<file path="src/rtl/rf_arb_pkg.sv">
// Shared definitions for the register-file write arbiter: source encoding,
// the never-written register and the default starvation limit.
package rf_arb_pkg;

    typedef enum logic [1:0] {
        SRC_NONE = 2'd0,
        SRC_WB   = 2'd1,
        SRC_MDU  = 2'd2,
        SRC_DBG  = 2'd3
    } src_t;

    localparam logic [4:0]  REG_ZERO       = 5'd0;
    localparam int unsigned DEF_STARVE_LIM = 4;

endpackage

</file>
<file path="src/rtl/rf_arb_starve_cnt.sv">
// Saturating wait counter for one handshaked writer; o_hit flags that the
// counter holds the starvation limit after the coming edge.
module rf_arb_starve_cnt
    import rf_arb_pkg::*;
#(
    parameter int unsigned STARVE_LIM = DEF_STARVE_LIM,
    parameter int unsigned CNT_W      = 4
) (
    input  logic i_clk,
    input  logic i_reset,
    input  logic i_req,
    input  logic i_mask,
    input  logic i_grant,
    output logic o_hit
);

    localparam logic [CNT_W-1:0] LIM = CNT_W'(STARVE_LIM);

    logic [CNT_W-1:0] r_cnt;
    logic [CNT_W-1:0] w_cnt_nxt;

    // A masked request is the one just acked; it neither waits nor restarts.
    always_comb begin
        if (!i_req || i_grant)
            w_cnt_nxt = '0;
        else if (i_mask || (r_cnt == LIM))
            w_cnt_nxt = r_cnt;
        else
            w_cnt_nxt = r_cnt + CNT_W'(1);
    end

    assign o_hit = (w_cnt_nxt == LIM);

    always_ff @(posedge i_clk) begin
        if (i_reset)
            r_cnt <= '0;
        else
            r_cnt <= w_cnt_nxt;
    end

endmodule

</file>
<file path="src/rtl/rf_write_arbiter.sv">
// Single register-file write port shared by pipeline writeback, the MDU and
// the debug loader, with starvation-bounded stalling of writeback.
module rf_write_arbiter
    import rf_arb_pkg::*;
#(
    parameter int unsigned STARVE_LIM = DEF_STARVE_LIM,
    parameter int unsigned CNT_W      = 4
) (
    input  logic        i_clk,
    input  logic        i_reset,
    input  logic        i_wb_wr,
    input  logic [4:0]  i_wb_addr,
    input  logic [31:0] i_wb_data,
    output logic        o_wb_stall,
    input  logic        i_mdu_req,
    input  logic [4:0]  i_mdu_addr,
    input  logic [31:0] i_mdu_data,
    output logic        o_mdu_ack,
    input  logic        i_dbg_req,
    input  logic [4:0]  i_dbg_addr,
    input  logic [31:0] i_dbg_data,
    output logic        o_dbg_ack,
    output logic        o_rf_wr,
    output logic [4:0]  o_rf_addr,
    output logic [31:0] o_rf_data
);

    logic        r_rf_wr;
    logic [4:0]  r_rf_addr;
    logic [31:0] r_rf_data;
    logic        r_mdu_ack;
    logic        r_dbg_ack;
    logic        r_rr_dbg;
    src_t        r_force;

    logic        w_mdu_v;
    logic        w_dbg_v;
    logic        w_mdu_hit;
    logic        w_dbg_hit;
    logic        w_forced;
    src_t        w_src;
    src_t        w_force_nxt;
    logic [4:0]  w_addr;
    logic [31:0] w_data;

    assign w_mdu_v = i_mdu_req & ~r_mdu_ack;
    assign w_dbg_v = i_dbg_req & ~r_dbg_ack;

    always_comb begin
        w_src = SRC_NONE;
        if ((r_force == SRC_MDU) && w_mdu_v)
            w_src = SRC_MDU;
        else if ((r_force == SRC_DBG) && w_dbg_v)
            w_src = SRC_DBG;
        else if (i_wb_wr)
            w_src = SRC_WB;
        else if (w_mdu_v && (!r_rr_dbg || !w_dbg_v))
            w_src = SRC_MDU;
        else if (w_dbg_v)
            w_src = SRC_DBG;
    end

    assign w_forced   = (r_force != SRC_NONE) && (w_src == r_force);
    assign o_wb_stall = w_forced & i_wb_wr;

    always_comb begin
        case (w_src)
            SRC_WB:  begin w_addr = i_wb_addr;  w_data = i_wb_data;  end
            SRC_MDU: begin w_addr = i_mdu_addr; w_data = i_mdu_data; end
            SRC_DBG: begin w_addr = i_dbg_addr; w_data = i_dbg_data; end
            default: begin w_addr = r_rf_addr;  w_data = r_rf_data;  end
        endcase
    end

    // A granted requester's counter clears, so re-evaluating the hit flags on
    // release hands force straight to a requester already waiting at the limit.
    always_comb begin
        w_force_nxt = r_force;
        if ((r_force == SRC_NONE) || w_forced) begin
            if (w_mdu_hit)
                w_force_nxt = SRC_MDU;
            else if (w_dbg_hit)
                w_force_nxt = SRC_DBG;
            else
                w_force_nxt = SRC_NONE;
        end
    end

    rf_arb_starve_cnt #(.STARVE_LIM(STARVE_LIM), .CNT_W(CNT_W)) u_mdu_cnt (
        .i_clk   (i_clk),
        .i_reset (i_reset),
        .i_req   (i_mdu_req),
        .i_mask  (r_mdu_ack),
        .i_grant (w_src == SRC_MDU),
        .o_hit   (w_mdu_hit)
    );

    rf_arb_starve_cnt #(.STARVE_LIM(STARVE_LIM), .CNT_W(CNT_W)) u_dbg_cnt (
        .i_clk   (i_clk),
        .i_reset (i_reset),
        .i_req   (i_dbg_req),
        .i_mask  (r_dbg_ack),
        .i_grant (w_src == SRC_DBG),
        .o_hit   (w_dbg_hit)
    );

    always_ff @(posedge i_clk) begin
        if (i_reset) begin
            r_rf_wr   <= 1'b0;
            r_rf_addr <= '0;
            r_rf_data <= '0;
            r_mdu_ack <= 1'b0;
            r_dbg_ack <= 1'b0;
            r_rr_dbg  <= 1'b0;
            r_force   <= SRC_NONE;
        end else begin
            r_rf_wr   <= (w_src != SRC_NONE) && (w_addr != REG_ZERO);
            r_rf_addr <= w_addr;
            r_rf_data <= w_data;
            r_mdu_ack <= (w_src == SRC_MDU);
            r_dbg_ack <= (w_src == SRC_DBG);
            r_force   <= w_force_nxt;
            if (w_src == SRC_MDU)
                r_rr_dbg <= 1'b1;
            else if (w_src == SRC_DBG)
                r_rr_dbg <= 1'b0;
        end
    end

    assign o_rf_wr   = r_rf_wr;
    assign o_rf_addr = r_rf_addr;
    assign o_rf_data = r_rf_data;
    assign o_mdu_ack = r_mdu_ack;
    assign o_dbg_ack = r_dbg_ack;

endmodule

</file>
<file path="config.mk">
export PLATFORM = sky130hd
export DESIGN_NAME = rf_write_arbiter
export DESIGN_NICKNAME = d
export VERILOG_FILES = /design/src/rtl/rf_arb_pkg.sv /design/src/rtl/rf_arb_starve_cnt.sv /design/src/rtl/rf_write_arbiter.sv
export SDC_FILE = /design/constraint.sdc
export NUM_CORES = 1
export LEC_CHECK = 0
export BUFFER_PORTS_ARGS = -buffer_cell sky130_fd_sc_hd__buf_2
export CAP_MARGIN = 0
export CORE_MARGIN = 5
export CORE_UTILIZATION = 40
export CTS_CLUSTER_DIAMETER = 50
export DETAILED_ROUTE_END_ITERATION = 7
export GPL_TIMING_DRIVEN = 0
export PLACE_DENSITY_LB_ADDON = 0.1
export SLEW_MARGIN = 20
export SYNTH_ARGS = -nofsm -noshare
export SYNTH_HDL_FRONTEND = slang
export SYNTH_HIERARCHICAL = 1
export SYNTH_SLANG_ARGS = --single-unit
</file>
<file path="constraint.sdc">
create_clock -name i_clk -period 4.3 [get_ports i_clk]
set_input_delay 0.215 -clock i_clk [delete_from_list [all_inputs] [get_ports i_clk]]
set_output_delay 0.215 -clock i_clk [all_outputs]
set_load 0.01 [all_outputs]
</file>
Word-level counts from Yosys, hierarchy flattened

Index checks and enable logic that the tools add are counted.

Latch bits: 0
ROM bits: 0
Memories kept: 0
Flip-flop bits (word level): 51
Bits in writable memories: 0
Output and inout port bits: 41
Logic and storage cells: 62

Bitwise gates (word level): 5
Reductions and logical operators: 21
Multipliers: 0
Order comparisons: 0
Shifts and indexed selects: 0
Add/sub/neg operators: 2
Equality and inequality tests: 10
Mux-type cells: 15
Div/mod/pow operators: 0

Operators with widths:

| operator              | count |
|---|---|
| $pmux W32 S3          | 1 |
| $eq A4 B3 Y1 const B  | 4 |
| $mux W4               | 4 |
| $pmux W5 S3           | 1 |
| $mux W2               | 7 |
| $add A4 B1 Y4 const B | 2 |
| $eq A2 B2 Y1 const B  | 4 |
| $logic_or A1 B1 Y1    | 6 |
| $reduce_bool A2 Y1    | 3 |
| $logic_and A1 B1 Y1   | 5 |
| $reduce_bool A5 Y1    | 1 |
| $logic_not A1 Y1      | 4 |
| $and A1 B1 Y1         | 3 |
| $reduce_bool A3 Y1    | 1 |
| $eq A2 B1 Y1 const B  | 1 |
| $eq A2 B2 Y1          | 1 |
| $logic_not A2 Y1      | 1 |
| $mux W1               | 2 |
| $not A1 Y1            | 2 |

Longest topological paths before layout

Gate-level depths: netlist (run 1).

Depth after elaboration: 15
Mapped depth: 11

Hierarchy

Netlist (run 1), hierarchy kept.

By module, submodules not included:

| module            | cells an instance | area each (sq um) | sequential area each (sq um) | instances |
|---|---|---|---|---|
| rf_write_arbiter  | 233               | 2128.3            | 860.8                        | 1 |
| rf_arb_starve_cnt | 30                | 269.0             | 80.1                         | 2 |

Least setup slack after synthesis (run 1)

OpenSTA, ideal clock, no wires.

Kind: reg2reg
From: register r_mdu_ack (netlist: o_mdu_ack)
To: register r_force[1]
Period minus slack after synthesis: 2.453 ns
Data required time: 4.229 ns
Arrival time: 2.382 ns
Path slack: 1.847 ns
Library setup time: 0.071 ns
Cell stages (with the launch flop): 12
Path buffers: 2
Cells stage by stage: dfxtp_1 or4b_1 a21oi_2 a21oi_2 buf_6 buf_2 and2_1 nor2b_1 o21ai_0 a2111oi_2 o21ai_0 a21oi_1

Longest elaborated chain between the ends: 13
Elaborated cells between the ends (all ways): 23
Those cells by class: eq/ne (5); mux (9); bitwise (2); reduce/logical (7)

Ends and longest elaborated chain:

| element                | RTL line                | text |
|---|---|---|
| from (decl)            | rf_write_arbiter.sv:31  | `logic r_mdu_ack;` |
| from (signal assigned) | rf_write_arbiter.sv:120 | `r_mdu_ack <= (w_src == SRC_MDU);` |
| $not A1 Y1 (*)         | rf_write_arbiter.sv:46  | `assign w_mdu_v = i_mdu_req & ~r_mdu_ack;` |
| $and A1 B1 Y1 (*)      | rf_write_arbiter.sv:46  |  |
| $logic_and A1 B1 Y1    | rf_write_arbiter.sv:57  | `else if (w_mdu_v && (!r_rr_dbg \|\| !w_dbg_v))` |
| $mux W2                | rf_write_arbiter.sv:57  |  |
| $mux W2                | rf_write_arbiter.sv:55  | `else if (i_wb_wr)` |
| $mux W2                | rf_write_arbiter.sv:53  | `else if ((r_force == SRC_DBG) && w_dbg_v)` |
| $mux W2 (*)            | rf_write_arbiter.sv:51  | `if ((r_force == SRC_MDU) && w_mdu_v)` |
| $eq A2 B2 Y1 (*)       | rf_write_arbiter.sv:103 | `.i_grant (w_src == SRC_DBG),` |
| $logic_or A1 B1 Y1 (*) | rf_arb_starve_cnt.sv:24 | `if (!i_req \|\| i_grant)` |
| $mux W4 (*)            | rf_arb_starve_cnt.sv:24 |  |
| $eq A4 B3 Y1 (*)       | rf_arb_starve_cnt.sv:32 | `assign o_hit = (w_cnt_nxt == LIM);` |
| net w_dbg_hit          | rf_write_arbiter.sv:39  | `logic w_dbg_hit;` |
| $mux W2 (*)            | rf_write_arbiter.sv:82  | `else if (w_dbg_hit)` |
| $mux W2 (*)            | rf_write_arbiter.sv:80  | `if (w_mdu_hit)` |
| to (signal assigned)   | rf_write_arbiter.sv:122 | `r_force <= w_force_nxt;` |
| to (decl)              | rf_write_arbiter.sv:34  | `src_t r_force;` |

The timed path passes the listed nets; every way through them passes the cells marked *.
A chain may end at the register's enable or synchronous reset.

Final worst setup path (run 1)

From: register r_force[1]
To: register r_force[1]

Longest elaborated chain between the ends: 10
Elaborated cells between the ends (all ways): 21
Those cells by class: eq/ne (7); mux (6); reduce/logical (8)

Ends and longest elaborated chain:

| element                | RTL line |
|---|---|
| $eq A2 B2 Y1           | rf_write_arbiter.sv:53 |
| $logic_and A1 B1 Y1    | rf_write_arbiter.sv:53 |
| $mux W2                | rf_write_arbiter.sv:53 |
| $mux W2 (*)            | rf_write_arbiter.sv:51 |
| $eq A2 B2 Y1 (*)       | rf_write_arbiter.sv:103 |
| $logic_or A1 B1 Y1 (*) | rf_arb_starve_cnt.sv:24 |
| $mux W4 (*)            | rf_arb_starve_cnt.sv:24 |
| $eq A4 B3 Y1 (*)       | rf_arb_starve_cnt.sv:32 |
| net w_dbg_hit          | rf_write_arbiter.sv:39 |
| $mux W2 (*)            | rf_write_arbiter.sv:82 |
| $mux W2 (*)            | rf_write_arbiter.sv:80 |

Marks and branches as above.

==> results.cfg, run 1 <==
[outcome]
status = complete, no violations

[cells_and_area]
layout-drive-gt1-share = 0.398
finish.instance_area_um2 = 3640
multiInputGateArea_um2 = 1540
seq_area_um2 = 1020
area_growth_pct = 36.6
diodes = 0
nFillCells = 612
final_net_count = 576

[power]
power_density_nw_per_um2 = 304
p_leak_nw = 1.84
ir_drop_uv = 127

[setup_path]
cp_cell_sequence = or4b_1 > a21oi_2 > a21oi_2 > buf_6 > buf_2 > and2_1 > nor2b_1 > o21ai_0 > a2111oi_2 > o21ai_0 > a21oi_1
r2r_slack_ns = 1.53
cp.required_ns = 4.53
r2r_start = r_force[1]
r2r_end = r_force[1]
cp-start-kind = flop
critPathTopFamily = compound AO/OA/AOI/OAI gates
worst_r2r_path_depth = 11
worst-path-buf-inv = 2
arrival_ns = 3.00
crit_type = flop to flop
crit_slowest_cell = or4b_1
cpPeakStageDelay_ns = 0.55
crit_path_end_kind = flop
critical_path.max_fanout = 10

[placed_design]
io_buffers = 156
finalWeightedCongestion = 0.858
placed_cell_area_um2 = 3540
dp_hpwl_mm = 6.63

[grt]
grt_max_degree = 15
grt_pass1_vias = 2846
overflow = 0
grt_pass1_wl_mm = 13.6
track_usage = 0.198
antenna_found_initial = 0

[sta]
fmax_mhz = 361
worst_pin_slew_ns = 0.500
fin_skew_ns = 0.00385
period_needed_ns = 2.77
slew_headroom = 0.667
finalMaxSlewViolations = 0
tns_ns = 0
setup_viol = 0
period_share = 0.643
hold_viol_final = 0
grt_setup_unrepaired = false

[synth]
yosysUniqueCellTypes = 34
ys_warn_count = 6
synth_nets = 413
synth_area_um2 = 2670
syn_area_per_cell_um2 = 9.10
synth-seq-area-share = 0.383
synth_seq_cells = 51
synthCells = 293

[die]
die_w_um = 91.6
core_um2 = 6420
die-area_um2 = 8400
fp.dieH_um = 91.6
initial_core_util = 0.415
rows = 29
io_pins = 157

[hold_path]
hold_path_startpoint = i_wb_data[26]
holdPathStages = 3
hp-class = primary input to flop
min_to = o_rf_data[26]

[clock_network]
cts.path.max_buffers = 2
clk_pin_slew_ns = 0.09
post_cts_buffers = 0
cts_max_level = 2
cts_root_buf = clkbuf_8
clock_sinks = 51
cts-buffers-inserted = 5
cts_resized = 0
clock_latency_ns = 0.30
tritoncts = yes
hold_buffers = 0

[route]
vias = 2796
drt_wl_total_mm = 8.42
dr.pass1.iters = 4
route.detailed.drc = 0
first_iter_violations = 66
viasPerCell = 5.24
wl_per_cell_um = 15.8
ant_nets = 0

[flow_run]
maxCapViolCount = 0
[layout by cell type (no fill, tap or decap), types with 4 or more instances in the layout]
master	count
a21oi_1	8
inv_1	6
nor2b_1	15
nor2_1	73
dfxtp_1	51
ha_1	4
buf_2	162
clkbuf_1	13
nand2b_1	5
o21ai_0	9
clkbuf_8	7
a2111oi_0	32
mux2i_1	34
[cell families (layout without fill, tap and decap cells)]
logic type	Yosys count	in the layout	synth area share
AOI/OAI and AO/OA	57	57	0.166
muxes	41	41	0.178
buffers and inverters	25	189	0.0408
adders and majority gates	4	4	0.0188
DFF	51	51	0.383
and+or+nand+nor	115	115	0.214
[tightest hold or removal path, delay by kind of cell]
family / cells / cell delay [ns]
buffers and inverters: 1 / 0.09
AOI/OAI and AO/OA: 1 / 0.06
and+or+nand+nor: 1 / 0.08
[worst max path at each step]
stage	slack [ns]	startpoint	cells past startpoint	end
after global routing	1.32	o_mdu_ack	11	r_force[1]
after CTS	1.53	r_force[1]	11	r_force[1]
after detailed placement	1.55	r_force[1]	11	r_force[1]
final	1.53	r_force[1]	11	r_force[1]
after global placement	1.63	o_mdu_ack	11	r_force[1]
after floorplan	1.85	o_mdu_ack	11	r_force[1]
[area by class of cell]
class,count,share of cell area
buffer,19,0.0237
sequential,51,0.280
timing repair buffer,156,0.214
multi-input combinational,217,0.422
clock buffer,8,0.0275
inverter,6,0.00618
tap,77,0.0264
[sequential cells by signal, indices dropped and copies added, names as in the netlist]
register,cells
o_rf_data,32
o_mdu_ack,1
u_dbg_cnt/r_cnt,4
o_rf_wr,1
r_rr_dbg,1
o_rf_addr,5
o_dbg_ack,1
u_mdu_cnt/r_cnt,4
r_force,2
[layer usage]
metal | vias up | part of all wire | track usage
met5 | - | 0 | 0
met4 | 0 | 0.020 | 0.0616
met3 | 15 | 0.062 | 0.0532
met2 | 96 | 0.50 | 0.338
met1 | 1285 | 0.42 | 0.244
li1 | 1400 | - | -
[where the power goes]
part / switching, mW / internal [mW]
registers: 0.0239 / 0.513
logic: 0.139 / 0.131
clock network: 0.155 / 0.147
total: 0.318 / 0.791
[synthesized netlist by cell type, drive strengths merged]
cell type	n	area share
nor3b	1	0.0028
mux2	3	0.013
nor3	3	0.0056
nand2b	5	0.012
or3b	2	0.0066
dfxtp	51	0.38
and3b	2	0.0094
or4b	1	0.0038
and3	2	0.0047
or3	3	0.0070
clkbuf	12	0.017
mux2i	34	0.13
o21ai	9	0.017
or4	2	0.0084
and2	1	0.0023
a211oi	1	0.0028
buf	7	0.015
o22ai	1	0.0023
nand3b	1	0.0028
o211ai	2	0.0056
a21oi	10	0.022
a2111oi	34	0.12
inv	6	0.0084
nor2b	15	0.035
nand2	1	0.0014
nor2	73	0.10
ha	4	0.019
nor4	1	0.0023
nand4b	2	0.0066
mux4	4	0.038
[per-stage QoR]
stage / power [mW] / setup WS, ns / hold WS (ns) / util / instances
after floorplan: 0.690 / 1.85 / 0.305 / - / 293
after global placement: 0.814 / 1.63 / 0.477 / 0.552 / 526
after detailed placement: 0.818 / 1.55 / 0.482 / 0.552 / 526
after CTS: 1.12 / 1.53 / 0.187 / 0.567 / 534
after global routing: 1.18 / 1.32 / 0.195 / 0.567 / 534
final: 1.11 / 1.53 / 0.194 / 0.567 / 534
(Power assumes the default switching activity.)
==> run 2, diff against run 1 <==
--- a/config.mk
+++ b/config.mk
@@ -5,6 +5,7 @@
 export SDC_FILE = /design/constraint.sdc
 export NUM_CORES = 1
 export LEC_CHECK = 0
+export ABC_AREA = 1
 export BUFFER_PORTS_ARGS = -buffer_cell sky130_fd_sc_hd__buf_2
 export CAP_MARGIN = 0
 export CORE_MARGIN = 5
==> constraint.sdc (replaced) <==
create_clock -name i_clk -period 2.9 [get_ports i_clk]
set_input_delay 0.145 -clock i_clk [delete_from_list [all_inputs] [get_ports i_clk]]
set_output_delay 0.145 -clock i_clk [all_outputs]
set_load 0.01 [all_outputs]
==> results.cfg, run 2 <==
[outcome]
status = complete, no violations

[grt]
track_usage = 0.202
grt_pass1_wl_mm = 14.3
antenna_found_initial = 0
grt_pass1_vias = 3148
overflow = 0
grt_max_degree = 15

[synth]
synthArstFlopShare = 0
synth_nets = 528
synth_area_um2 = 2890
yosysUniqueCellTypes = 33
yosys-top-cells-count = nand2_1, o21ai_0, dfxtp_1
synth_most_common_cell = nand2_1
synth-edff-count = 0
synth-seq-area-share = 0.353
synthCells = 408
synth_area_leaders = dfxtp_1, nand2_1, o21ai_0, a31oi_1, nor2_1
yosys.area.top_type_share = 0.353
synth.largest_area_cell = dfxtp_1
syn_area_per_cell_um2 = 7.08
ys.flop_type = dfxtp_1
ys_warn_count = 6
synth_seq_cells = 51

[sta]
tns_ns = 0
grt_setup_unrepaired = false
fmax_mhz = 434
slew_headroom = 0.678
setup_viol = 0
hold_viol_final = 0
setup_ws_ns = 0.596
period_share = 0.794
worst_pin_slew_ns = 0.483
period_needed_ns = 2.30
finalMaxSlewViolations = 0
fin_skew_ns = 0.00220

[power]
p_seq_frac = 0.472
intPower_mw = 1.17
p_comb_frac = 0.262
switching_share = 0.302
p_leak_nw = 1.87
pwr-share-clk = 0.267
switchingPower_mw = 0.505
ir_drop_uv = 155
power_density_nw_per_um2 = 429

[die]
rows = 31
die_w_um = 95.0
io_pins = 157
fp.dieH_um = 95.0
core_um2 = 7140
die-area_um2 = 9030
initial_core_util = 0.405

[setup_path]
critical_path.max_fanout = 10
worst_r2r_path_depth = 16
arrival_ns = 2.48
crit_type = flop to flop
cp-start-kind = flop
crit_path_end_kind = flop
cp.required_ns = 3.07

[route]
ant_nets = 0
first_iter_violations = 122
wl_per_cell_um = 13.5
dr.pass1.iters = 4
vias = 3234
route.detailed.drc = 0
drt_wl_total_mm = 9.07
viasPerCell = 4.82

[cells_and_area]
largest_register_ff_count = 32
nFillCells = 761
final_net_count = 691
multiInputGateArea_um2 = 1590
area_growth_pct = 34.8
final_cell_mix = buf_2, nand2_1, o21ai_0
seq_area_um2 = 1020
layout-drive-gt1-share = 0.365
final_common_cell = buf_2
diodes = 0
final_cells = 671

[clock_network]
cts_max_level = 2
tritoncts = yes
cts-buffers-inserted = 5
cts.path.max_buffers = 2
hold_buffers = 0
clock_latency_ns = 0.30
clk_pin_slew_ns = 0.09
clock_sinks = 51
post_cts_buffers = 0
cts_resized = 0
cts_root_buf = clkbuf_8

[hold_path]
hp-class = primary input to flop
holdPathStages = 3

[flow_run]
maxCapViolCount = 0

[placed_design]
io_buffers = 156
dp_hpwl_mm = 7.19
finalWeightedCongestion = 0.864
placed_cells = 663
pre_cts_slack_ns = 0.590
## run 2: cell count changes after synthesis, moves of 10 or more
cell,change
nand2_1,+109
o21ai_0,+54
nor2_1,-43
mux2i_1,-34
a2111oi_0,-32
a31oi_1,+32
inv_1,+19
nand3_1,+18
nor2b_1,-15
nand4_1,+10
## run 2: path summary, 6_finish.rpt
kind	from	end	slack (ns)
setup / recovery	o_mdu_ack	r_force[1]	0.60
hold / removal	i_dbg_data[23]	o_rf_data[23]	0.09
setup reg to reg	o_mdu_ack	r_force[1]	0.60
hold reg to reg	r_force[0]	r_force[0]	0.53
## run 2: power by group through the flow
stage / Combinational (mW) / Sequential [mW] / Clock [mW]
after detailed placement: 0.441 / 0.803 / 0
final: 0.437 / 0.788 / 0.446
after global placement: 0.437 / 0.803 / 0
after floorplan: 0.222 / 0.827 / 0
after global routing: 0.490 / 0.795 / 0.493
after CTS: 0.442 / 0.788 / 0.460
## run 2: cell families (layout without fill, tap and decap cells)
logic type | count (synthesis) | in the layout | share of synthesized area
buf+inv | 54 | 218 | 0.0957
flops | 51 | 51 | 0.353
fa+ha+maj | 4 | 4 | 0.0173
simple gates | 195 | 195 | 0.336
compound gates | 104 | 104 | 0.198
## run 2: layer usage
metal | GRT usage | part of all wire | vias up
met2 | 0.344 | 0.49 | 128
met4 | 0.0517 | 0.013 | 0
li1 | - | - | 1692
met5 | 0 | 0 | -
met1 | 0.245 | 0.41 | 1406
met3 | 0.0653 | 0.093 | 8
## run 2: stage by stage
stage / power, mW / hold WS (ns) / instance area (um2) / util
global route: 1.78 / 0.0818 / 3890 / 0.546
floorplan: 1.05 / 0.217 / 2890 / -
finish: 1.67 / 0.0938 / 3890 / 0.546
CTS: 1.69 / 0.0833 / 3890 / 0.546
global placement: 1.24 / 0.402 / 3790 / 0.532
detailed placement: 1.24 / 0.408 / 3790 / 0.532
## run 2: area by class of cell
type / count / share of cell area
multi-input cells: 303 / 0.409
well taps: 99 / 0.0318
clock buffers: 8 / 0.0257
flip-flops and latches: 51 / 0.262
plain buffers: 22 / 0.0398
inverters: 32 / 0.0312
repair buffers: 156 / 0.200
## run 2: worst max-delay path: stages (launching register included)
cell and delay (ns):
dfxtp_1 0.35, inv_1 0.12, nand2_1 0.09, o21ai_2 0.16, nand2_4 0.11, nand2_4 0.10, inv_2 0.07, nand2_2 0.08
clkinv_2 0.14, buf_6 0.19, nor2_8 0.13, nand3_1 0.11, nand2_1 0.08, nor2_1 0.05, or2_2 0.28, nand2_1 0.06
a21oi_1 0.05
==> run 3, diff against run 2 <==
==> constraint.sdc (replaced) <==
create_clock -name i_clk -period 2.2 [get_ports i_clk]
set_input_delay 0.11 -clock i_clk [delete_from_list [all_inputs] [get_ports i_clk]]
set_output_delay 0.11 -clock i_clk [all_outputs]
set_load 0.01 [all_outputs]
==> results.cfg, run 3 (synthesized netlist as in run 2, its figures left out) <==
[sta]
fmax_mhz = 479
setup_ws_ns = 0.111
fin_skew_ns = 0.00486
setup_viol = 0
period_share = 0.949
slew_headroom = 0.678
finalMaxSlewViolations = 0
period_needed_ns = 2.09
worst_pin_slew_ns = 0.483
hold_ws_ns = 0.0549
hold_viol_final = 0

[outcome]
status = complete, no violations

[grt]
track_usage = 0.202
grt_pass1_vias = 3153
grt_pass1_wl_mm = 14.4
met3_usage = 0.0645
gr-usage-met1 = 0.246
overflow = 0
grt_max_degree = 15
grt_use_met2 = 0.345
antenna_found_initial = 0
gr-max-usage-layer = met2

[clock_network]
clock_sinks = 51
cts_root_buf = clkbuf_8
clk_pin_slew_ns = 0.09
cts.path.max_buffers = 2
cts_max_level = 2
cts-buffers-inserted = 5
hold_buffers = 0
clock_latency_ns = 0.30
tritoncts = yes

[die]
io_pins = 157
fp.dieH_um = 95.0
rows = 31
die-area_um2 = 9030
initial_core_util = 0.405
die_w_um = 95.0
core_um2 = 7140

[setup_path]
cp.required_ns = 2.37
cp-start-kind = flop
crit_type = flop to flop
cpPeakStageDelay_ns = 0.37
crit_slowest_cell = dfxtp_4
cp_cell_sequence = inv_2 > nand2_2 > o21ai_2 > nand2_4 > nand2_4 > inv_2 > nand2_4 > clkinv_4 > buf_6 > nor2_8 > nand3_1 > nand2_1 > nor2_1 > or2_2 > nand2_1 > a21oi_1
cpMostUsedCell = nand2_4
arrival_ns = 2.26
crit_path_end_kind = flop
critical_path.max_fanout = 10

[route]
first_iter_violations = 143
vias = 3267
dr.pass1.iters = 4
ant_nets = 0
drt_wl_total_mm = 9.19
viasPerCell = 4.82
wl_per_cell_um = 13.6
route.detailed.drc = 0

[flow_run]
maxCapViolCount = 0

[cells_and_area]
finish.instance_area_um2 = 3980
largest_register_ff_count = 32
layout-drive-gt1-share = 0.385
diodes = 0
final_net_count = 698
final_cell_mix = buf_2, nand2_1, o21ai_0
final_common_cell = buf_2
area_growth_pct = 37.7

[power]
power_density_nw_per_um2 = 557
ir_drop_uv = 210
p_total_mw = 2.22
p_leak_nw = 1.91

[placed_design]
finalWeightedCongestion = 0.864
placed_cell_area_um2 = 3790
pre_cts_slack_ns = -0.110
dp_hpwl_mm = 7.19
io_buffers = 156

[hold_path]
hp-class = primary input to flop
==> run 3: changes by cell type in the layout (fill, tap and decap cells not counted), sizes merged <==
cell / delta
buf: +7
==> run 3: worst max-delay path, delay by kind of cell, from the launching register on <==
family / cells / cell delay [ns]
DFF: 1 / 0.37
AOI/OAI and AO/OA: 2 / 0.20
buffers and inverters: 4 / 0.36
and+or+nand+nor: 10 / 1.02
==> run 3: path summary, 6_finish.rpt <==
| check | cells past startpoint | start | slack [ns] | endpoint |
|---|---|---|---|---|
| setup / recovery | 16 | o_mdu_ack | 0.11 | r_force[1] |
| hold reg to reg | 2 | r_force[0] | 0.53 | r_force[0] |
| hold / removal | 3 | i_dbg_data[11] | 0.05 | o_rf_data[11] |
| setup reg to reg | 16 | o_mdu_ack | 0.11 | r_force[1] |
==> run 3: power breakdown <==
| part | total, mW | switching (mW) | internal [mW] |
|---|---|---|---|
| Sequential | 1.04 | 0.0398 | 0.998 |
| Clock | 0.591 | 0.303 | 0.288 |
| Combinational | 0.591 | 0.331 | 0.260 |
==> run 3: routing by layer <==
layer,part of all wire,vias up
met4,0.015,0
met5,0,-
li1,-,1707
met1,0.41,1434
met3,0.088,10
met2,0.49,116
==> run 3: timing repair <==
| action | 4_1_cts | 5_1_grt |
|---|---|---|
| pin swaps | 2 | 3 |
| cloned | 0 | 0 |
| setup endpoints to repair | 1 | 2 |
| gates resized for setup | 5 | 8 |
| buffers inserted | 1 | 6 |
==> run 3: cell type report <==
class                      instances  area (um2)
buffer                            22         155
clock buffer                       8         100
inverter                          32         128
multi-input combinational        303        1610
sequential                        51        1030
timing repair buffer             163         833
fill                             750        3160
tap                               99         124
==> run 3: per-stage QoR <==
| step | utilization | setup TNS [ns] | instances |
|---|---|---|---|
| after global placement | 0.532 | -0.114 | 663 |
| after CTS | 0.548 | 0 | 672 |
| after floorplan | - | 0 | 408 |
| after global routing | 0.558 | -0.0117 | 678 |
| after detailed placement | 0.532 | -0.110 | 663 |
| final | 0.558 | 0 | 678 |
